### config.mk
export PLATFORM = sky130hd
export DESIGN_NAME = hazard_scoreboard
export DESIGN_NICKNAME = d
export VERILOG_FILES = /design/src/rtl/hazard_scoreboard.sv
export SDC_FILE = /design/constraint.sdc
export NUM_CORES = 1
export LEC_CHECK = 0
export BUFFER_PORTS_ARGS = -buffer_cell sky130_fd_sc_hd__clkbuf_2
export CAP_MARGIN = 20
export CORE_MARGIN = 2
export CORE_UTILIZATION = 30
export DETAILED_ROUTE_END_ITERATION = 6
export SYNTH_ARGS = -nofsm -noshare
export SYNTH_HDL_FRONTEND = slang
export SYNTH_SLANG_ARGS = --single-unit
### constraint.sdc
create_clock -name clk -period 2 [get_ports clk]
set_input_delay 0.2 -clock clk [delete_from_list [all_inputs] [get_ports clk]]
set_output_delay 0.2 -clock clk [all_outputs]
set_load 0.005 [all_outputs]
### src/rtl/hazard_scoreboard.sv
// Hazard unit for a 5-stage MIPS pipeline: E/M/W writer scoreboard with Tnew countdown,
// Tuse-based stall, forwarding selects for D/E/M consumers, and a multi-cycle MDU busy counter.
module hazard_scoreboard #(
  parameter int REG_AW      = 5,
  parameter int TW          = 2,
  parameter int MULT_CYCLES = 5,
  parameter int DIV_CYCLES  = 10,
  parameter int CNT_W       = 4
) (
  input  logic              clk,
  input  logic              reset_n,
  input  logic [REG_AW-1:0] d_rs,
  input  logic [REG_AW-1:0] d_rt,
  input  logic              d_use_rs,
  input  logic              d_use_rt,
  input  logic [TW-1:0]     d_tuse_rs,
  input  logic [TW-1:0]     d_tuse_rt,
  input  logic              d_we,
  input  logic [REG_AW-1:0] d_dst,
  input  logic [TW-1:0]     d_tnew,
  input  logic              d_md,
  input  logic              d_md_start,
  input  logic              d_md_div,
  output logic              stall,
  output logic [1:0]        fwd_d_rs,
  output logic [1:0]        fwd_d_rt,
  output logic [1:0]        fwd_e_rs,
  output logic [1:0]        fwd_e_rt,
  output logic [1:0]        fwd_m_rt,
  output logic              md_busy
);

  typedef struct packed {
    logic              valid;
    logic              we;
    logic [REG_AW-1:0] dst;
    logic [TW-1:0]     tnew;
    logic [REG_AW-1:0] rs;
    logic [REG_AW-1:0] rt;
    logic              md_start;
    logic              md_div;
  } entry_t;

  localparam logic [TW-1:0]    T_ONE   = 1;
  localparam logic [CNT_W-1:0] CNT_ONE = 1;

  entry_t           e_q, m_q, w_q;
  entry_t           e_nxt, m_nxt, w_nxt;
  logic [CNT_W-1:0] md_cnt;
  logic             src_stall, md_stall;

  function automatic logic writes(entry_t ent, logic [REG_AW-1:0] r);
    return ent.valid && ent.we && (ent.dst == r) && (r != '0);
  endfunction

  function automatic logic [TW-1:0] dec_sat(logic [TW-1:0] t);
    return (t == '0) ? '0 : t - T_ONE;
  endfunction

  // Youngest writer wins; a writer whose result is not ready yet yields 0 (stall covers it).
  function automatic logic [1:0] fwd_sel(logic [REG_AW-1:0] r, entry_t e, entry_t m, entry_t w,
                                         logic incl_e, logic incl_m);
    logic [1:0] sel;
    sel = 2'd0;
    if (incl_e && writes(e, r))      sel = (e.tnew == '0) ? 2'd3 : 2'd0;
    else if (incl_m && writes(m, r)) sel = (m.tnew == '0) ? 2'd2 : 2'd0;
    else if (writes(w, r))           sel = (w.tnew == '0) ? 2'd1 : 2'd0;
    return sel;
  endfunction

  function automatic logic need_stall(logic use_s, logic [REG_AW-1:0] r, logic [TW-1:0] tuse,
                                      entry_t e, entry_t m);
    return use_s && ((writes(e, r) && (e.tnew > tuse)) || (writes(m, r) && (m.tnew > tuse)));
  endfunction

  assign md_busy   = (md_cnt != '0);
  assign md_stall  = d_md && (md_busy || (e_q.valid && e_q.md_start));
  assign src_stall = need_stall(d_use_rs, d_rs, d_tuse_rs, e_q, m_q) ||
                     need_stall(d_use_rt, d_rt, d_tuse_rt, e_q, m_q);
  assign stall     = src_stall || md_stall;

  assign fwd_d_rs = fwd_sel(d_rs, e_q, m_q, w_q, 1'b1, 1'b1);
  assign fwd_d_rt = fwd_sel(d_rt, e_q, m_q, w_q, 1'b1, 1'b1);
  assign fwd_e_rs = fwd_sel(e_q.rs, e_q, m_q, w_q, 1'b0, 1'b1);
  assign fwd_e_rt = fwd_sel(e_q.rt, e_q, m_q, w_q, 1'b0, 1'b1);
  assign fwd_m_rt = fwd_sel(m_q.rt, e_q, m_q, w_q, 1'b0, 1'b0);

  always_comb begin
    e_nxt = '0;
    if (!stall) begin
      e_nxt.valid    = 1'b1;
      e_nxt.we       = d_we;
      e_nxt.dst      = d_dst;
      e_nxt.tnew     = d_tnew;
      e_nxt.rs       = d_rs;
      e_nxt.rt       = d_rt;
      e_nxt.md_start = d_md_start;
      e_nxt.md_div   = d_md_div;
    end
    m_nxt      = e_q;
    m_nxt.tnew = dec_sat(e_q.tnew);
    w_nxt      = m_q;
    w_nxt.tnew = dec_sat(m_q.tnew);
  end

  always_ff @(posedge clk or negedge reset_n) begin
    if (!reset_n) begin
      e_q    <= '0;
      m_q    <= '0;
      w_q    <= '0;
      md_cnt <= '0;
    end else begin
      e_q <= e_nxt;
      m_q <= m_nxt;
      w_q <= w_nxt;
      // A new MDU op overwrites any residual count.
      if (e_q.valid && e_q.md_start)
        md_cnt <= e_q.md_div ? CNT_W'(DIV_CYCLES) : CNT_W'(MULT_CYCLES);
      else if (md_cnt != '0)
        md_cnt <= md_cnt - CNT_ONE;
    end
  end

endmodule

# Word level (Yosys, flattened, before mapping)
# Cells that the tools add are included.
op_classes:
  n_mux: 20
  add_sub_neg: 3
  n_reduce_logical: 48
  n_lt_le_gt_ge: 4
  n_eq_ne: 11
ops:
  columns: ["op", "n"]
  rows:
  - ["$eq 5x5->1", 11]
  - ["$logic_and 1x1->1", 33]
  - ["$reduce_bool 5->1", 5]
  - ["$mux 21", 1]
  - ["$mux 2", 10]
  - ["$mux 4", 3]
  - ["$gt 2x2->1", 4]
  - ["$logic_not 2->1", 3]
  - ["$mux 1", 6]
  - ["$logic_or 1x1->1", 5]
  - ["$reduce_bool 4->1", 1]
  - ["$sub 2x1->2 const B", 2]
  - ["$sub 4x1->4 const B", 1]
  - ["$reduce_bool 2->1", 1]
word_totals:
  ff_bits: 48
  wordCells: 104

# Logic depth before layout (Yosys ltp)
logic_depth:
  word_depth: 9
  ltp_mapped: 8

# Worst setup path after synthesis
# No wires, ideal clock.
synth_path:
  path_kind: "flip-flop to output port"
  start: "register md_cnt[0]"
  end: "output stall"
  path_slack_ns: 0.080
  arrival_time_ns: 1.720
  path_stages_with_launch: 7
  path_cell_list: "dfrtp_1 > inv_1 > ha_1 > nor3b_1 > nand2_1 > a22o_1 > or3_1"
synth_between:
  elab_chain_len: 4
synth_rtl:
  columns: ["element", "line", "text"]
  rows:
  - ["from (decl)", "49", "logic [CNT_W-1:0] md_cnt;"]
  - ["from (signal assigned)", "118", "md_cnt <= e_q.md_div ? CNT_W'(DIV_CYCLES) : CNT_W'(MULT_CYCLES);"]
  - ["from (signal assigned)", "120", "md_cnt <= md_cnt - CNT_ONE;"]
  - ["$reduce_bool 4->1", "76", "assign md_busy = (md_cnt != '0);"]
  - ["$logic_or 1x1->1", "77", "assign md_stall = d_md && (md_busy || (e_q.valid && e_q.md_start));"]
  - ["$logic_and 1x1->1", "77", null]
  - ["$logic_or 1x1->1", "80", "assign stall = src_stall || md_stall;"]
  - ["to (decl)", "24", "output logic stall,"]
# Every way passes these cells.

# Worst setup path in the final report
layout_path:
  start: "register m_q[13] in the netlist's numbering"
  end: "output stall"
layout_between:
  elab_chain_len: 6
  word_cells_on_any_way: 10
layout_rtl:
  columns: ["element", "line", "text"]
  rows:
  - ["from (decl)", "47", "entry_t e_q, m_q, w_q;"]
  - ["from (signal assigned)", "114", "m_q <= m_nxt;"]
  - ["$gt 2x2->1", "73", "return use_s && ((writes(e, r) && (e.tnew > tuse)) || (writes(m, r) && (m.tnew > tuse)));"]
  - ["$logic_and 1x1->1", "73", null]
  - ["$logic_or 1x1->1", "73", null]
  - ["$logic_and 1x1->1", "73", null]
  - ["$logic_or 1x1->1 (*)", "78", "assign src_stall = need_stall(d_use_rs, d_rs, d_tuse_rs, e_q, m_q) ||"]
  - ["$logic_or 1x1->1 (*)", "80", null]
# Every way passes the cells marked *; elsewhere a longest branch is shown, timed or not.

==> metrics.md <==
| Metric | Value |
|---|---|
| Async S/R FF share, synth | `100%` |
| Row count | `35` |
| Worst skew pair latency | `between 300 and 400 ps` |
| RSZ-0062 raised after global routing | `true` |
| Fill count | `between 800 and 900` |
| Fin util | `about two fifths` |
| Post-synth EDFFs | `0` |
| Hold_ws | `-28.5 ps` |
| Final Critical Period | `approximately 2200 ps` |
| Routed vias/inst | `about 5` |
| Commonest non-fill, non-tap cell in the layout | `dfrtp_1` |
| Total grt overflow | `0` |
| Tcrit/Tclk final | `108%` |
| DR WL/cell | `about 16 um` |
| Post-synth top area cell | `dfrtp_1` |
| Initial antenna violation count | `0` |
| Sw Share | `between 30% and 40%` |
| Layout cells sized above 1 | `45.1%` |
| Worst r2r src | `e_q[13]$_DFF_PN0_` |
| Synth warn | `0` |
| GRT Resource Usage Total | `14.5%` |
| Hpwl dp | `slightly above 5 mm` |
| Final Hold Vio Count | `24` |
| Post-route ant nets | `0` |
| Worst slew pin tran | `between 600 and 700 ps` |
| Area grow syn2layout | `33.6%` |
| Leak pwr | `1.62 nW` |
| Slowest cell delay on critical path | `between 400 and 500 ps` |
| RePlAce Congestion | `about 0.85` |
| Outcome | `finished, violations left` |
| Critical-path cell with the highest stage delay | `dfrtp_1` |
| Ys flop type | `dfrtp_1` |
| Max-Cap Viols | `0` |
| Sequential share of the synthesized area | `a little over two fifths` |
| Share of Yosys cell area claimed by the top area cell type | `43.1%` |
| Vias in the first global route | `2156` |
| Setup TNS | `-434 ps` |
| Crit path cell chain | `buf_4 -> ha_4 -> a21oi_2 -> a211oi_1 -> a22o_1 -> or3_1 -> clkbuf_2` |
| Int Power | `~1.9 mW` |
| First-iteration detailed-routing DRC count | `97` |
| Worst Skew | `16.8 ps` |
| CP endpoint kind | `output port` |
| Clock power share | `21.0%` |
| Die Footprint | `0.0101 mm2` |
| First-pass GRT wire length | `between 10 and 15 mm` |
| Core area | `between 0.009 and 0.01 mm2` |
| FMAX | `approximately 460 MHz` |
| Cts bufs inserted | `5` |
| Fin worst setup slack | `-159 ps` |
| Synth area leaders | `dfrtp_1, nor4b_2, xnor2_1` |
| Largest net degree at the start of global routing | `a little under 50` |
| Inserted Diodes | `0` |
| Slew margin rel. | `between 50% and 60%` |
| Seq cells post-synth | `between 40 and 50` |
| Net Switching | `between 0.9 and 1 mW` |
| Worst VDD drop | `289 uV` |
| CTS tree | `done` |
| Die Ht | `~100 um` |
| DRT Pass-1 Iters | `4` |
| Reg2Reg Depth | `8` |
| Final wirelength | `around 7.1 mm` |
| H-tree levels | `2` |
| Mapped Area | `between 0.002 and 0.003 mm2` |
| Clock Pin Slew Worst Setup and Hold Paths | `approximately 100 ps` |
| Failing checks | `negative hold slack, negative setup slack` |
| Req. time, crit path | `1800 ps` |
| Detailed-route DRC error count | `0` |
| CTS sink cnt | `48` |
| DIE WIDTH | `between 100 and 150 um` |
| I/O Pins | `41` |
| Pwr Density | `roughly 770 mW/mm2` |
| # nets final | `around 360` |
| Clock root buffer | `clkbuf_8` |
| Min-Delay Path Class | `in2async` |
| FF-to-FF End | `e_q[10]$_DFF_PN0_` |
| Syn Nets | `between 200 and 300` |
| Max-slew violations | `0` |
| Register-to-register setup slack | `around 100 ps` |
| Initial Utilization | `a little under a third` |
| Synth cell types | `39` |
| Most frequent cells in the layout | `dfrtp_1, clkbuf_2, buf_4` |
| Sequential group share of total power | `a little under half` |
| Worst Path Class, Setup | `reg2out` |
| CP startpoint kind | `flop` |
| Final setup violation count | `4` |
| Post-synthesis instance total | `roughly 250` |
| Syn_area_per_cell | `11.1 um2` |
| Number of port buffers | `39` |
| Critical path arrival | `1960 ps` |
| Via count | `approximately 2100` |
| Clock Tree Buf Depth | `2` |
| Comb pwr share | `about a third` |
| Worst Path Max Fanout | `3` |
-- worst max-delay path by stage --
stage                                startpoint               end  depth (start not counted)
after floorplan           md_cnt[0]$_DFFE_PN0N_             stall                          6
after global placement        e_q[18]$_DFF_PN0_  e_q[2]$_DFF_PN0_                          6
after detailed placement      e_q[18]$_DFF_PN0_  e_q[9]$_DFF_PN0_                          6
after CTS                     m_q[13]$_DFF_PN0_             stall                          6
after global routing          m_q[13]$_DFF_PN0_             stall                          7
final                         m_q[13]$_DFF_PN0_             stall                          7
-- critical path, delay by kind of cell, from the launching register on --
| family | cells | cell delay [ps] |
|---|---|---|
| buffers and inverters | 2 | 280 |
| AO/OA/AOI/OAI | 3 | 370 |
| flip-flops | 1 | 430 |
| adder cells (fa/ha/maj) | 1 | 210 |
| AND/OR/NAND/NOR | 1 | 350 |
-- routing by layer --
layer	GRT usage [%]	share of wire (%)	vias up
met5	0	0	-
met2	23.3	49	51
met4	4.74	2.9	0
met3	2.51	3.7	15
li1	-	-	1026
met1	19.8	45	1033
-- synth_stat cells (2+ instances only) --
cell type	count
ha_1	10
or3_1	2
nor2b_1	3
nand2_1	9
clkbuf_1	7
xor2_1	25
nor4_1	9
dfrtp_1	48
nor4b_2	19
buf_6	4
xnor2_1	29
nor3_1	10
nor2_1	10
nand4_1	6
inv_1	10
and2_1	5
nand3_1	9
buf_4	3
a21oi_1	14
-- final cells by class --
type	count	area (um2)	area share, %
Multi-Input combinational cell	179	1690	45.5
Inverter	10	37.5	1.01
Clock inverter	2	10.0	0.269
Tap cell	111	139	3.73
Sequential cell	48	1210	32.5
Timing Repair Buffer	79	552	14.8
Clock buffer	6	82.6	2.22
-- power groups by stage --
stage	registers (mW)	logic, mW	clock network, mW
6_report	1.30	0.962	0.599
5_1_grt	1.32	1.06	0.663
4_1_cts	1.27	0.878	0.622
3_5_place_dp	1.31	0.768	0
3_3_place_gp	1.30	0.749	0
2_1_floorplan	1.24	0.584	0
-- cells by family (layout without fill, tap and decap cells) --
| group | Yosys count | in the layout | synth area share, % |
|---|---|---|---|
| and+or+nand+nor | 89 | 89 | 24.0 |
| xor gates and xnor gates | 54 | 54 | 17.0 |
| DFF | 48 | 48 | 43.1 |
| AOI/OAI and AO/OA | 25 | 25 | 6.51 |
| buffers and inverters | 25 | 97 | 4.85 |
| adders and majority gates | 10 | 10 | 4.49 |
| other | 1 | 1 | 0.134 |
-- flip-flops by register name (all words and copies together), names as in the netlist --
name,count
e_q,21
m_q,14
md_cnt,4
w_q,9
-- metrics by stage --
step	power [mW]	cells	setup WS (ps)	cell area [um2]	hold slack (ps)
global route	3.05	435	-266	3730	25.9
finish	2.86	435	-159	3730	-28.5
global placement	2.05	410	27.4	3220	337
CTS	2.77	434	-154	3520	5.10
floorplan	1.82	252	80.0	2790	-95.6
detailed placement	2.07	410	-23.9	3220	343
-- what timing repair did --
item                       4_1_cts  5_1_grt
setup endpoints to repair       26       30
gates resized for setup         19       44
hold buffers                     0        0
setup buffers                   16        3
pin swaps                       18       13
hold endpoints to repair         0        0
Power figures use the tool's default switching activity.
